$ cat config.mk
export PLATFORM = sky130hd
export DESIGN_NAME = ast_mem_arbiter_sv
export DESIGN_NICKNAME = d
export VERILOG_FILES = /design/src/rtl/ast_mem_arb_pkg.sv /design/src/rtl/ast_mem_arb_rdpipe_sv.sv /design/src/rtl/ast_mem_arbiter_sv.sv
export SDC_FILE = /design/constraint.sdc
export NUM_CORES = 1
export LEC_CHECK = 0
export ABC_AREA = 1
export BUFFER_PORTS_ARGS = -buffer_cell sky130_fd_sc_hd__buf_2
export CORE_MARGIN = 2
export CORE_UTILIZATION = 47
export DETAILED_ROUTE_END_ITERATION = 8
export PLACE_DENSITY = 0.85
export SYNTH_ARGS = -nofsm -noshare
export SYNTH_HDL_FRONTEND = slang
export SYNTH_SLANG_ARGS = --single-unit
$ cat constraint.sdc
create_clock -name clk -period 1.9 [get_ports clk]
set_clock_uncertainty 0.1 [all_clocks]
set_input_delay 0.19 -clock clk [delete_from_list [all_inputs] [get_ports clk]]
set_output_delay 0.19 -clock clk [all_outputs]
set_load 0.005 [all_outputs]
$ cat src/rtl/ast_mem_arb_pkg.sv
// Shared types and the rotating-priority pick function for the system RAM arbiter.
package ast_mem_arb_pkg;

    typedef enum logic {
        ARB    = 1'b0,
        LOCKED = 1'b1
    } arb_state_t;

    localparam logic PRIO_FIXED = 1'b0;
    localparam logic PRIO_RR    = 1'b1;

    // The pick function works on a fixed 8-wide request vector; narrower
    // arbiters zero-extend into it.
    localparam int MAX_MASTERS = 8;
    localparam int PICK_W      = 3;

    typedef struct packed {
        logic              found;
        logic [PICK_W-1:0] idx;
    } pick_t;

    // First asserted request at or after ptr, wrapping modulo num_masters.
    // Fixed priority is the same search started at index 0.
    function automatic pick_t rr_pick(
        input logic [MAX_MASTERS-1:0] req,
        input logic [PICK_W-1:0]      ptr,
        input int                     num_masters
    );
        pick_t res;
        int    j;
        res = '0;
        for (int k = 0; k < MAX_MASTERS; k++) begin
            j = (int'(ptr) + k) % num_masters;
            if (k < num_masters && !res.found && req[j[PICK_W-1:0]]) begin
                res.found = 1'b1;
                res.idx   = j[PICK_W-1:0];
            end
        end
        return res;
    endfunction

endpackage

$ cat src/rtl/ast_mem_arb_rdpipe_sv.sv
// Read-return tracker: carries {valid, master index} for DEPTH cycles so the
// response can be steered to the master that issued the read.
module ast_mem_arb_rdpipe_sv #(
    parameter int DEPTH = 1,
    parameter int IDX_W = 1
) (
    input  logic             clk,
    input  logic             reset,
    input  logic             push_valid,
    input  logic [IDX_W-1:0] push_idx,
    output logic             pop_valid,
    output logic [IDX_W-1:0] pop_idx,
    output logic             any_valid
);

    logic [DEPTH-1:0]            stage_valid;
    logic [DEPTH-1:0][IDX_W-1:0] stage_idx;

    // NOTE: only the valid bits are reset; an index is don't-care while its valid is low.
    always_ff @(posedge clk) begin
        if (reset) begin
            stage_valid <= '0;
        end else begin
            stage_valid[0] <= push_valid;
            for (int i = 1; i < DEPTH; i++) begin
                stage_valid[i] <= stage_valid[i-1];
            end
        end
    end

    always_ff @(posedge clk) begin
        stage_idx[0] <= push_idx;
        for (int i = 1; i < DEPTH; i++) begin
            stage_idx[i] <= stage_idx[i-1];
        end
    end

    assign pop_valid = stage_valid[DEPTH-1];
    assign pop_idx   = stage_idx[DEPTH-1];
    assign any_valid = |stage_valid;

endmodule

$ cat src/rtl/ast_mem_arbiter_sv.sv
// N-master arbiter for the single-port system RAM with fixed/round-robin
// priority, capped locked bursts, pipelined read return and a write snoop.
module ast_mem_arbiter_sv
    import ast_mem_arb_pkg::*;
#(
    parameter int NUM_MASTERS = 2,
    parameter int DATAWIDTH   = 16,
    parameter int ADDRWIDTH   = 16,
    parameter int READ_LAT    = 1,
    parameter int LOCK_MAX    = 16
) (
    input  logic                             clk,
    input  logic                             reset,
    input  logic                             prio_mode,
    input  logic [NUM_MASTERS-1:0]           req,
    input  logic [NUM_MASTERS-1:0]           wen,
    input  logic [NUM_MASTERS-1:0]           lock,
    input  logic [NUM_MASTERS*ADDRWIDTH-1:0] addr,
    input  logic [NUM_MASTERS*DATAWIDTH-1:0] wdata,
    output logic [NUM_MASTERS-1:0]           gnt,
    output logic [NUM_MASTERS-1:0]           rvalid,
    output logic [DATAWIDTH-1:0]             rdata,
    output logic [ADDRWIDTH-1:0]             ram_addr,
    output logic [DATAWIDTH-1:0]             ram_data,
    output logic                             ram_wren,
    input  logic [DATAWIDTH-1:0]             ram_q,
    output logic                             snoop_valid,
    output logic [ADDRWIDTH-1:0]             snoop_addr,
    output logic [DATAWIDTH-1:0]             snoop_data,
    output logic [$clog2(NUM_MASTERS)-1:0]   snoop_src,
    output logic                             busy
);

    localparam int IDX_W = $clog2(NUM_MASTERS);
    localparam int CNT_W = $clog2(LOCK_MAX + 1);

    arb_state_t       state, state_next;
    logic [IDX_W-1:0] owner, owner_next;
    logic [IDX_W-1:0] rr_ptr, ptr_next;
    logic [CNT_W-1:0] lock_cnt, cnt_next, cnt_inc;

    logic [MAX_MASTERS-1:0] req_ext;
    logic [PICK_W-1:0]      ptr_sel;
    pick_t                  pick;
    logic                   gnt_any;
    logic [IDX_W-1:0]       gnt_idx;

    logic [ADDRWIDTH-1:0] addr_hold;
    logic [DATAWIDTH-1:0] data_hold;

    logic             rd_push;
    logic             rd_pop;
    logic [IDX_W-1:0] rd_pop_idx;
    logic             rd_inflight;

    assign cnt_inc = lock_cnt + CNT_W'(1);

    // NOTE: every signal written here gets a default first so no latch is inferred.
    always_comb begin
        state_next = state;
        owner_next = owner;
        cnt_next   = lock_cnt;
        ptr_next   = rr_ptr;
        gnt_any    = 1'b0;
        gnt_idx    = '0;

        req_ext                  = '0;
        req_ext[NUM_MASTERS-1:0] = req;
        ptr_sel                  = (prio_mode == PRIO_RR) ? PICK_W'(rr_ptr) : '0;
        pick                     = rr_pick(req_ext, ptr_sel, NUM_MASTERS);

        if (!reset) begin
            unique case (state)
                ARB: begin
                    if (pick.found) begin
                        gnt_any = 1'b1;
                        gnt_idx = IDX_W'(pick.idx);
                        if (int'(pick.idx) == NUM_MASTERS - 1) begin
                            ptr_next = '0;
                        end else begin
                            ptr_next = IDX_W'(pick.idx) + IDX_W'(1);
                        end
                        // A cap of one grant means a lock can never extend ownership.
                        if (lock[gnt_idx] && LOCK_MAX > 1) begin
                            owner_next = gnt_idx;
                            cnt_next   = CNT_W'(1);
                            state_next = LOCKED;
                        end
                    end
                end
                LOCKED: begin
                    gnt_idx = owner;
                    if (req[owner]) begin
                        gnt_any  = 1'b1;
                        cnt_next = cnt_inc;
                        if (!lock[owner] || cnt_inc == CNT_W'(LOCK_MAX)) begin
                            state_next = ARB;
                        end
                    end else begin
                        state_next = ARB;
                    end
                end
                default: state_next = ARB;
            endcase
        end
    end

    always_comb begin
        gnt = '0;
        if (gnt_any) begin
            gnt[gnt_idx] = 1'b1;
        end
    end

    // The RAM bus parks on the last granted access while idle.
    always_comb begin
        if (gnt_any) begin
            ram_addr = addr[int'(gnt_idx)*ADDRWIDTH +: ADDRWIDTH];
            ram_data = wdata[int'(gnt_idx)*DATAWIDTH +: DATAWIDTH];
        end else begin
            ram_addr = addr_hold;
            ram_data = data_hold;
        end
    end

    assign ram_wren = gnt_any & wen[gnt_idx];
    assign rd_push  = gnt_any & ~wen[gnt_idx];
    assign busy     = gnt_any | rd_inflight;

    // NOTE: sequential state uses non-blocking assignments so all registers sample pre-edge values.
    always_ff @(posedge clk) begin
        if (reset) begin
            state    <= ARB;
            owner    <= '0;
            lock_cnt <= '0;
            rr_ptr   <= '0;
        end else begin
            state    <= state_next;
            owner    <= owner_next;
            lock_cnt <= cnt_next;
            rr_ptr   <= ptr_next;
        end
    end

    always_ff @(posedge clk) begin
        if (reset) begin
            addr_hold   <= '0;
            data_hold   <= '0;
            rvalid      <= '0;
            rdata       <= '0;
            snoop_valid <= 1'b0;
            snoop_addr  <= '0;
            snoop_data  <= '0;
            snoop_src   <= '0;
        end else begin
            if (gnt_any) begin
                addr_hold <= ram_addr;
                data_hold <= ram_data;
            end

            rvalid <= '0;
            if (rd_pop) begin
                rvalid[rd_pop_idx] <= 1'b1;
                rdata              <= ram_q;
            end

            snoop_valid <= ram_wren;
            if (ram_wren) begin
                snoop_addr <= ram_addr;
                snoop_data <= ram_data;
                snoop_src  <= gnt_idx;
            end
        end
    end

    ast_mem_arb_rdpipe_sv #(
        .DEPTH (READ_LAT),
        .IDX_W (IDX_W)
    ) u_rdpipe (
        .clk        (clk),
        .reset      (reset),
        .push_valid (rd_push),
        .push_idx   (gnt_idx),
        .pop_valid  (rd_pop),
        .pop_idx    (rd_pop_idx),
        .any_valid  (rd_inflight)
    );

endmodule

### Word level (Yosys, flattened, before mapping)

Cells that the tools add are included.

* reduce and logical (&&, ||, !) cells: 10
* magnitude comparators: 8
* muxes and demuxes: 39
* eq/ne operators: 5
* shift operators: 2
* bitwise operators: 7
* $add $sub $neg: 3

Operators by type and width (number)
* variable part select 32 x 6 -> 16 bit: 2
* two-way mux 16 bit: 2
* two-way mux 1 bit: 24
* two-way mux 5 bit: 3
* one-hot mux 5 bit (2 select lines): 1
* < comparator 1 x 2 -> 1 bit, second input constant: 4
* two-way mux 4 bit: 2
* one-hot mux 1 bit (2 select lines): 3
* AND reduction 3 bit: 2
* adder 5 x 1 -> 5 bit, second input constant: 1
* equality test 5 bit, second input constant: 1
* < comparator 1 x 4 -> 1 bit, second input constant: 1
* < comparator 3 x 4 -> 1 bit, second input constant: 1
* != test 2 bit, second input constant: 2
* equality test 3 x 2 -> 1 bit, second input constant: 1
* logical AND 1 bit: 3
* NOT 1 bit: 3
* adder 1 bit, second input constant: 2
* bitwise AND 1 bit: 2
* binary-select mux 1 bit (select 2 bit): 1
* demux 1 bit (select 1 bit): 2
* greater-or-equal comparator 1 bit, second input constant: 2
* logical NOT 1 bit: 2
* two-way mux 2 bit: 1
* other kinds (6): 6

* output and inout port bits: 88
* word-level logic and storage cells: 88
* bits in registers: 94
* bits of input ports: 89

### Longest topological paths before layout

Gate-level depths: netlist of run 1.

* word-level depth: 15
* depth in mapped cells: 11
* gate-level depth less buffers: 10

### Cells and area by module

A second synthesis of run 1 with hierarchy kept.

* cells, all modules: 643
* area, all modules: 4307.9 um^2

Modules (own cells, without submodules)
* ast_mem_arbiter_sv: area an instance 4250.3 um^2, instances 1, seq. area each 1841.8 um^2, cells each 638
* ast_mem_arb_rdpipe_sv: area an instance 57.6 um^2, instances 1, seq. area each 40.0 um^2, cells each 5

### Least setup slack after synthesis of run 1

Ideal clock, no wire load.

* path kind: reg-to-reg
* from: reg owner
* to: reg snoop_addr[11]
* stages on the path, launching flop included: 11
* data arrival time: 1271 ps
* required time: 1687 ps
* library setup time: 113 ps
* clock period less this slack: 1483 ps
* slack: 417 ps
* path buffers: 1
* path through: dfxtp_1 inv_2 nand2_1 nand3_4 nand2_4 nand2_4 buf_4 nand2_1 nand3_1 nand2_1 nand2_1

* cells in the longest elaborated chain, start to end: 6
* elaborated cells between the ends (all ways): 12
* those cells by class: shift: 1; mux: 10; bitwise: 1

RTL lines
* start: declaration: RTL line ast_mem_arbiter_sv.sv:38 `logic [IDX_W-1:0] owner, owner_next;`
* start signal: assignment: RTL line ast_mem_arbiter_sv.sv:139 `owner <= owner_next;`
* parallel branches: the longest is 5 deep, another holds variable part select 32 x 6 -> 16 bit
* two-way mux 16 bit (*): RTL line ast_mem_arbiter_sv.sv:117 `if (gnt_any) begin`
* named net ram_addr[11]: RTL line ast_mem_arbiter_sv.sv:23 `output logic [ADDRWIDTH-1:0] ram_addr,`
* end signal: assignment: RTL line ast_mem_arbiter_sv.sv:169 `snoop_addr <= ram_addr;`
* end: declaration: RTL line ast_mem_arbiter_sv.sv:28 `output logic [ADDRWIDTH-1:0] snoop_addr,`

Mark *: on every way through the listed nets, which the timed path passes. The select of a mux whose other input is x is not followed.
A chain may end at the register's enable or synchronous reset.

### Worst setup path in the final report of run 1

* from: reg owner
* to: out ram_data[11]

* cells in the longest elaborated chain, start to end: 6
* elaborated cells between the ends (all ways): 9
* those cells by class: shift: 1; mux: 8

RTL lines
* parallel branches: the longest is 5 deep, another holds variable part select 32 x 6 -> 16 bit
* two-way mux 16 bit (*): RTL line ast_mem_arbiter_sv.sv:117
* end: declaration: RTL line ast_mem_arbiter_sv.sv:24 `output logic [DATAWIDTH-1:0] ram_data,`

Every way passes the cells marked *. The select of a mux whose other input is x is not followed.

==> impl_metrics.csv, run 1 <==
group,metric,value,unit
route,drc,0,
route,detail_route.first_pass.iterations,6,
power,power_density,763.9,mW/mm^2
route,ant_nets,0,
power,power.total,4.931,mW
cells_and_area,layout_common_cells,"buf_2 (171), nand2_1 (106), dfxtp_1 (91)",
clocking,ctsHtreeMaxLevel,3,
timing,final_max_slew_viol_count,0,
clocking,cts_root_buf,"clkbuf_8",
die,fp.dieH,95.66,um
synth,yosysUniqueCellTypes,30,
clocking,cts_num_sinks,94,
worst_setup_path,crit_arrival,1730,ps
placed_design,dpl.hpwl,8.781,mm
status,violations,"setup timing",
placed_design,numPortBuffers,176,
grt,grt_usage,29.66,%
timing,report.final.hold_viol_count,0,
synth,ys.warnings.count,0,
worst_hold_path,hold_path.class,"in2reg",
synth,syn_avg_cell_area,7.493,um^2
die,design.die.area,0.009151,mm^2
grt,antenna_found_initial,0,
worst_hold_path,min_delay_worst_endpoint,"addr_hold[4]$_SDFFE_PP0P_",
timing,setup_viol,36,
timing,layout_setup_ws,-122.5,ps
synth,syn_nets,618,
clocking,clock_path_buffers,2,
cells_and_area,fin_area,0.006455,mm^2
status,status,"finished with violations",
worst_setup_path,cp-start-kind,"register",
power,ir_drop,0.0004442,V
synth,syn_inst,527,
synth,ys_seq_area_share,47.66,%
grt,grt_pass1_wl,21.03,mm
die,start_util,48.30,%
route,vias,4991,
route,routed_wl,15.62,mm
worst_setup_path,worstReg2RegEnd,"snoop_data[11]$_SDFFE_PP0P_",
clocking,cts_tree,"done",
grt,grt-ovfl-total,0,
cells_and_area,layout.nets,861,
worst_setup_path,worstPathMaxFanout,5,
cells_and_area,fillCellCount,506,
timing,rsz0062_at_grt,"yes",
die,die_w,95.66,um
cells_and_area,multi_input_area,0.002355,mm^2
cells_and_area,final_layout_size_suffix_gt1_share,47.87,%
power,p_leak,3.276,nW
cells_and_area,diodes,0,
timing,max_slew_margin,63.49,%
route,vias_per_cell,5.672,
cells_and_area,layout_commonest_cell,"buf_2",
route,drt_iter0_drc,316,
flow_run,max-cap-violations,0,
worst_setup_path,r2r_slack,-100,ps
cells_and_area,final-seq-area,0.001891,mm^2
worst_setup_path,rr_worst_depth,13,
timing,max_freq,494.4,MHz
worst_setup_path,r2r-start,"owner$_SDFFE_PP0P_",
route,routedWlPerCell,17.75,um
die,rows,33,
timing,finalCritPeriodShare,106.4,%
worst_hold_path,min-delay-start,"addr[4]",
synth,synth_seq_cells,94,
cells_and_area,syn2layout_area_growth,63.47,%
die,coreArea,0.008175,mm^2
worst_hold_path,hold_depth,3,
placed_design,gp_congestion,0.8696,
clocking,clock_latency,350,ps
timing,tightest_slew,547.6,ps
synth,syn_area,0.003949,mm^2
clocking,numCtsBuffers,9,
worst_setup_path,end_kind,"output port",
placed_design,place_area,0.004938,mm^2
die,io_pins,177,
clocking,clk_pin_slew,100,ps
grt,grt_start_max_net_pins,51,
grt,first_global_vias,4464,
timing,finalCriticalPeriod,2023,ps
worst_setup_path,path_class,"reg2out",
worst_setup_path,worstPathRequired,1610,ps
==> cells by family (layout without fill, tap and decap cells) <==
kind of cell,Yosys count,in the layout,share of synthesized area (%)
flip-flops,94,94,47.66
buffers and inverters,52,299,6.115
adder cells (fa/ha/maj),2,2,0.6336
AND/OR/NAND/NOR,306,307,35.01
XOR/XNOR,3,3,0.6655
AO/OA/AOI/OAI,70,70,9.918
==> routing by layer <==
metal  part of all wire (%)  routed length (um)  GRT usage (%)  up-vias
li1                       -                   -              -     2268
met1                     37                5788          33.66     2299
met4                    4.6                 713          16.79        0
met2                     50                7849          51.92      353
met5                      0                   0              0        -
met3                    8.1                1272          5.534       71
==> Yosys cell counts (all sizes together) <==
| master | n | share of area (%) |
|---|---|---|
| nand4 | 23 | 3.6 |
| clkinv | 1 | 0.095 |
| a21oi | 20 | 2.8 |
| nand3 | 90 | 12 |
| nor2 | 37 | 3.8 |
| xor2 | 2 | 0.44 |
| a31oi | 22 | 3.5 |
| o211ai | 1 | 0.19 |
| and3 | 1 | 0.16 |
| o21ai | 27 | 3.4 |
| inv | 16 | 1.5 |
| or2 | 1 | 0.16 |
| clkbuf | 12 | 1.1 |
| dfxtp | 94 | 48 |
| nor3 | 1 | 0.13 |
| ha | 2 | 0.63 |
| buf | 23 | 3.4 |
| nand2 | 153 | 15 |
| xnor2 | 1 | 0.22 |
==> how the worst max path moves through the flow <==
stage | cells after the start | slack, ps | startpoint | end
after floorplan | 10 | 420 | owner$_SDFFE_PP0P_ | snoop_addr[11]$_SDFFE_PP0P_
after global placement | 7 | 150 | state$_SDFF_PP0_ | ram_addr[6]
after detailed placement | 7 | 70 | state$_SDFF_PP0_ | ram_data[12]
after CTS | 10 | -80 | owner$_SDFFE_PP0P_ | ram_data[11]
after global routing | 10 | -190 | owner$_SDFFE_PP0P_ | ram_data[11]
final | 10 | -120 | owner$_SDFFE_PP0P_ | ram_data[11]
==> flip-flops by register name (all words and copies together) (netlist names) <==
register / cells
addr_hold: 16
data_hold: 16
lock_cnt: 5
owner: 1
rdata: 16
rr_ptr: 1
rvalid: 2
snoop_addr: 16
snoop_data: 16
snoop_src: 1
snoop_valid: 1
state: 1
u_rdpipe.any_valid: 1
u_rdpipe.pop_idx: 1
==> layout make-up <==
class,instances,share of cell area [%]
inverter,17,1.260
clock inverter,5,0.5427
clock buffer,11,2.190
sequential,94,29.29
timing repair buffer,266,28.20
tap,105,2.035
multi-input combinational,382,36.48
==> repair_timing <==
action / in CTS / in global routing
setup buffers: 28 / 22
endpoints found under the hold margin: 16 / 0
resized for setup: 92 / 69
hold buffers: 16 / 0
setup endpoints to repair: 36 / 50
pin swaps: 14 / 19
cloned: 4 / 3
==> power breakdown <==
part	total [mW]	internal (mW)	leakage, nW	switching (mW)
sequential	2.21	2.13	0.771	0.0798
clock	1.22	0.514	0.0893	0.704
combinational	1.51	0.706	2.42	0.801
==> critical path, cell delays in order, from the launching register on <==
cell     delay, ps
dfxtp_4        380
inv_6           80
nand2_4         50
nand3_2         70
nand2_2         70
nor2_4         140
buf_12         150
buf_8          130
nand3_2        100
nand3_2        110
buf_2          120
==> stage by stage <==
step / hold slack (ps) / setup slack [ps] / std cells / util [%] / TNS [ps]
final: 38.14 / -122.5 / 880 / 78.96 / -3162
after CTS: 1.880 / -79.15 / 856 / 72.57 / -1698
after global routing: 21.62 / -186.4 / 880 / 78.96 / -5293
after global placement: 300.2 / 147.4 / 792 / 60.41 / 0
after detailed placement: 305.7 / 73.47 / 792 / 60.41 / 0
after floorplan: 224.9 / 416.6 / 527 / - / 0
Note: power is estimated with default switching activity, not from simulation.
==> run 2, diff against run 1 <==
- clock period: 1.9 -> 2.2 ns (I/O delays scaled with it)
==> run 2 against run 1 <==
Compared with the run above: the flow now finishes without violations; via count is 13% lower; first-iteration DRC count is 15% lower; non-clock buffer count is 67 lower; setup slack better by 240 ps; final area is 18% lower; register-to-register slack better by 330 ps; clock power is 9.8% lower; critical path type unchanged.
==> impl_metrics.csv, run 2 (synthesized netlist as in run 1, its figures left out) <==
group,metric,value,unit
placed_design,numPortBuffers,176,
clocking,clock_path_buffers,2,
route,vias_per_cell,5.377,
power,p_sw_share,29.10,%
power,p_sw,1.126,mW
power,power_density,731.8,mW/mm^2
clocking,clock_latency,340,ps
clocking,clk_pin_slew,90,ps
worst_setup_path,path_class,"reg2out",
timing,final_max_slew_viol_count,0,
timing,rsz0062_at_grt,"no",
timing,setup_tns,0,ps
placed_design,dpl.hpwl,8.558,mm
grt,grt_usage,25.43,%
grt,first_global_vias,4045,
cells_and_area,final_layout_size_suffix_gt1_share,32.58,%
die,io_pins,177,
route,ant_nets,0,
cells_and_area,multi_input_area,0.001902,mm^2
power,sequentialPowerShare,49.2,%
power,p_leak,2.728,nW
route,vias,4361,
clocking,numCtsBuffers,9,
timing,finalCritPeriodShare,94.69,%
clocking,cts_num_sinks,94,
worst_setup_path,worstReg2RegEnd,"snoop_data[8]$_SDFFE_PP0P_",
timing,setup_viol,0,
cells_and_area,layout.nets,794,
grt,antenna_found_initial,0,
worst_hold_path,min-delay-start,"ram_q[1]",
cells_and_area,diodes,0,
power,pwr-share-clk,28.4,%
worst_setup_path,cp_cell_sequence,"inv_2, a21oi_4, nand2_8, buf_4, nand3_1, nand3_2, buf_2",
flow_run,max-cap-violations,0,
clocking,ctsHtreeMaxLevel,3,
die,fp.dieH,95.66,um
cells_and_area,layout_commonest_cell,"buf_2",
power,p_int,2.743,mW
route,routed_wl,11.90,mm
timing,tightest_slew,533.6,ps
cells_and_area,final-seq-area,0.001884,mm^2
route,drc,0,
worst_setup_path,cpPeakStageDelay,390,ps
grt,grt-ovfl-total,0,
worst_setup_path,cp-start-kind,"register",
power,ir_drop,0.0003543,V
worst_setup_path,worstPathMaxFanout,14,
worst_setup_path,end_kind,"output port",
worst_setup_path,rr_worst_depth,9,
cells_and_area,fillCellCount,729,
cells_and_area,layout_common_cells,"buf_2 (176), nand2_1 (146), dfxtp_1 (92)",
grt,grt_start_max_net_pins,51,
placed_design,gp_congestion,0.8919,
die,rows,33,
die,coreArea,0.008175,mm^2
power,combPwrFrac,22.4,%
timing,max_freq,480.0,MHz
worst_setup_path,worstPathRequired,1880,ps
worst_setup_path,r2r_slack,230,ps
worst_setup_path,cp_slowest_cell,"dfxtp_2",
status,status,"complete, no violations",
worst_hold_path,min_delay_worst_endpoint,"rdata[1]$_SDFFE_PP0P_",
clocking,cts_root_buf,"clkbuf_8",
cells_and_area,syn2layout_area_growth,33.90,%
worst_setup_path,crit_buf_inv,3,
worst_hold_path,hold_depth,3,
grt,grt_pass1_wl,18.33,mm
clocking,cts_tree,"done",
worst_setup_path,r2r-start,"owner$_SDFFE_PP0P_",
die,start_util,48.30,%
timing,finalCriticalPeriod,2083,ps
timing,max_slew_margin,64.38,%
route,detail_route.first_pass.iterations,5,
worst_hold_path,hold_path.class,"in2reg",
die,design.die.area,0.009151,mm^2
worst_setup_path,crit_arrival,1760,ps
route,drt_iter0_drc,268,
timing,hold_ws,19.32,ps
die,die_w,95.66,um
timing,report.final.hold_viol_count,0,
worst_setup_path,cp_top_family,"buffers and inverters",
route,routedWlPerCell,14.68,um
[run 2: changes by cell type in the layout (fill, tap and decap cells not counted), moves of 10 or more]
cell,before,now
nand3_4,15,2
nand3_1,44,85
nand2_2,33,3
buf_4,52,11
buf_6,13,3
nand2_1,106,146
nand2_4,11,1
nand3_2,31,3
[run 2: layout make-up]
class | instances | share of cell area [%]
Timing Repair Buffer | 199 | 20.94
Inverter | 17 | 1.420
Clock buffer | 11 | 2.674
Clock inverter | 3 | 0.8755
Tap cell | 105 | 2.485
Multi-Input combinational cell | 382 | 35.97
Sequential cell | 94 | 35.64
[run 2: per-stage QoR]
step	cell area, um^2	std cells	util [%]	worst slack [ps]	total power, mW
floorplan	3949	527	-	702.2	2.378
global placement	4893	786	59.86	288.3	2.714
detailed placement	4893	786	59.86	219.5	2.738
CTS	5181	808	63.38	7.500	3.851
global route	5288	811	64.68	5.913	4.086
finish	5288	811	64.68	116.7	3.869
[run 2: worst max-delay path by stage]
stage	end	startpoint	slack, ps	cells after the start
6_report	ram_data[15]	owner$_SDFFE_PP0P_	120	7
5_1_grt	ram_data[1]	owner$_SDFFE_PP0P_	6	8
4_1_cts	ram_wren	rr_ptr$_SDFFE_PP0P_	7	9
3_5_place_dp	snoop_addr[1]$_SDFFE_PP0P_	owner$_SDFFE_PP0P_	220	9
3_3_place_gp	ram_addr[14]	owner$_SDFFE_PP0P_	290	8
2_1_floorplan	ram_wren	owner$_SDFFE_PP0P_	700	7
[run 2: repair_timing]
item                                   in CTS  in global routing
hold buffers                                7                  0
setup buffers                               1                  2
cloned                                      0                  1
resized for setup                           7                 14
endpoints found under the hold margin       7                  0
pin swaps                                   3                  4
setup endpoints to repair                  35                 33
[run 2: metal layers]
layer	routed length [um]	share of wire, %	track usage [%]
met1	4895	41	30.67
met2	5764	48	44.23
met3	985	8.3	4.506
met4	257	2.2	10.95
met5	0	0	0
[run 2: worst reg2reg max path, delay by kind of cell, from the launching register on]
kind                   cells  cell delay [ps]
DFF                        1              390
and+or+nand+nor            3              410
AOI/OAI and AO/OA          2              320
buffers and inverters      4              690
[run 2: power groups by stage]
| stage | combinational, mW | sequential (mW) | clock, mW |
|---|---|---|---|
| 3_3_place_gp | 0.777 | 1.94 | 0 |
| 4_1_cts | 0.821 | 1.90 | 1.13 |
| 3_5_place_dp | 0.797 | 1.94 | 0 |
| 2_1_floorplan | 0.442 | 1.94 | 0 |
| 6_report | 0.867 | 1.90 | 1.10 |
| 5_1_grt | 0.960 | 1.92 | 1.20 |
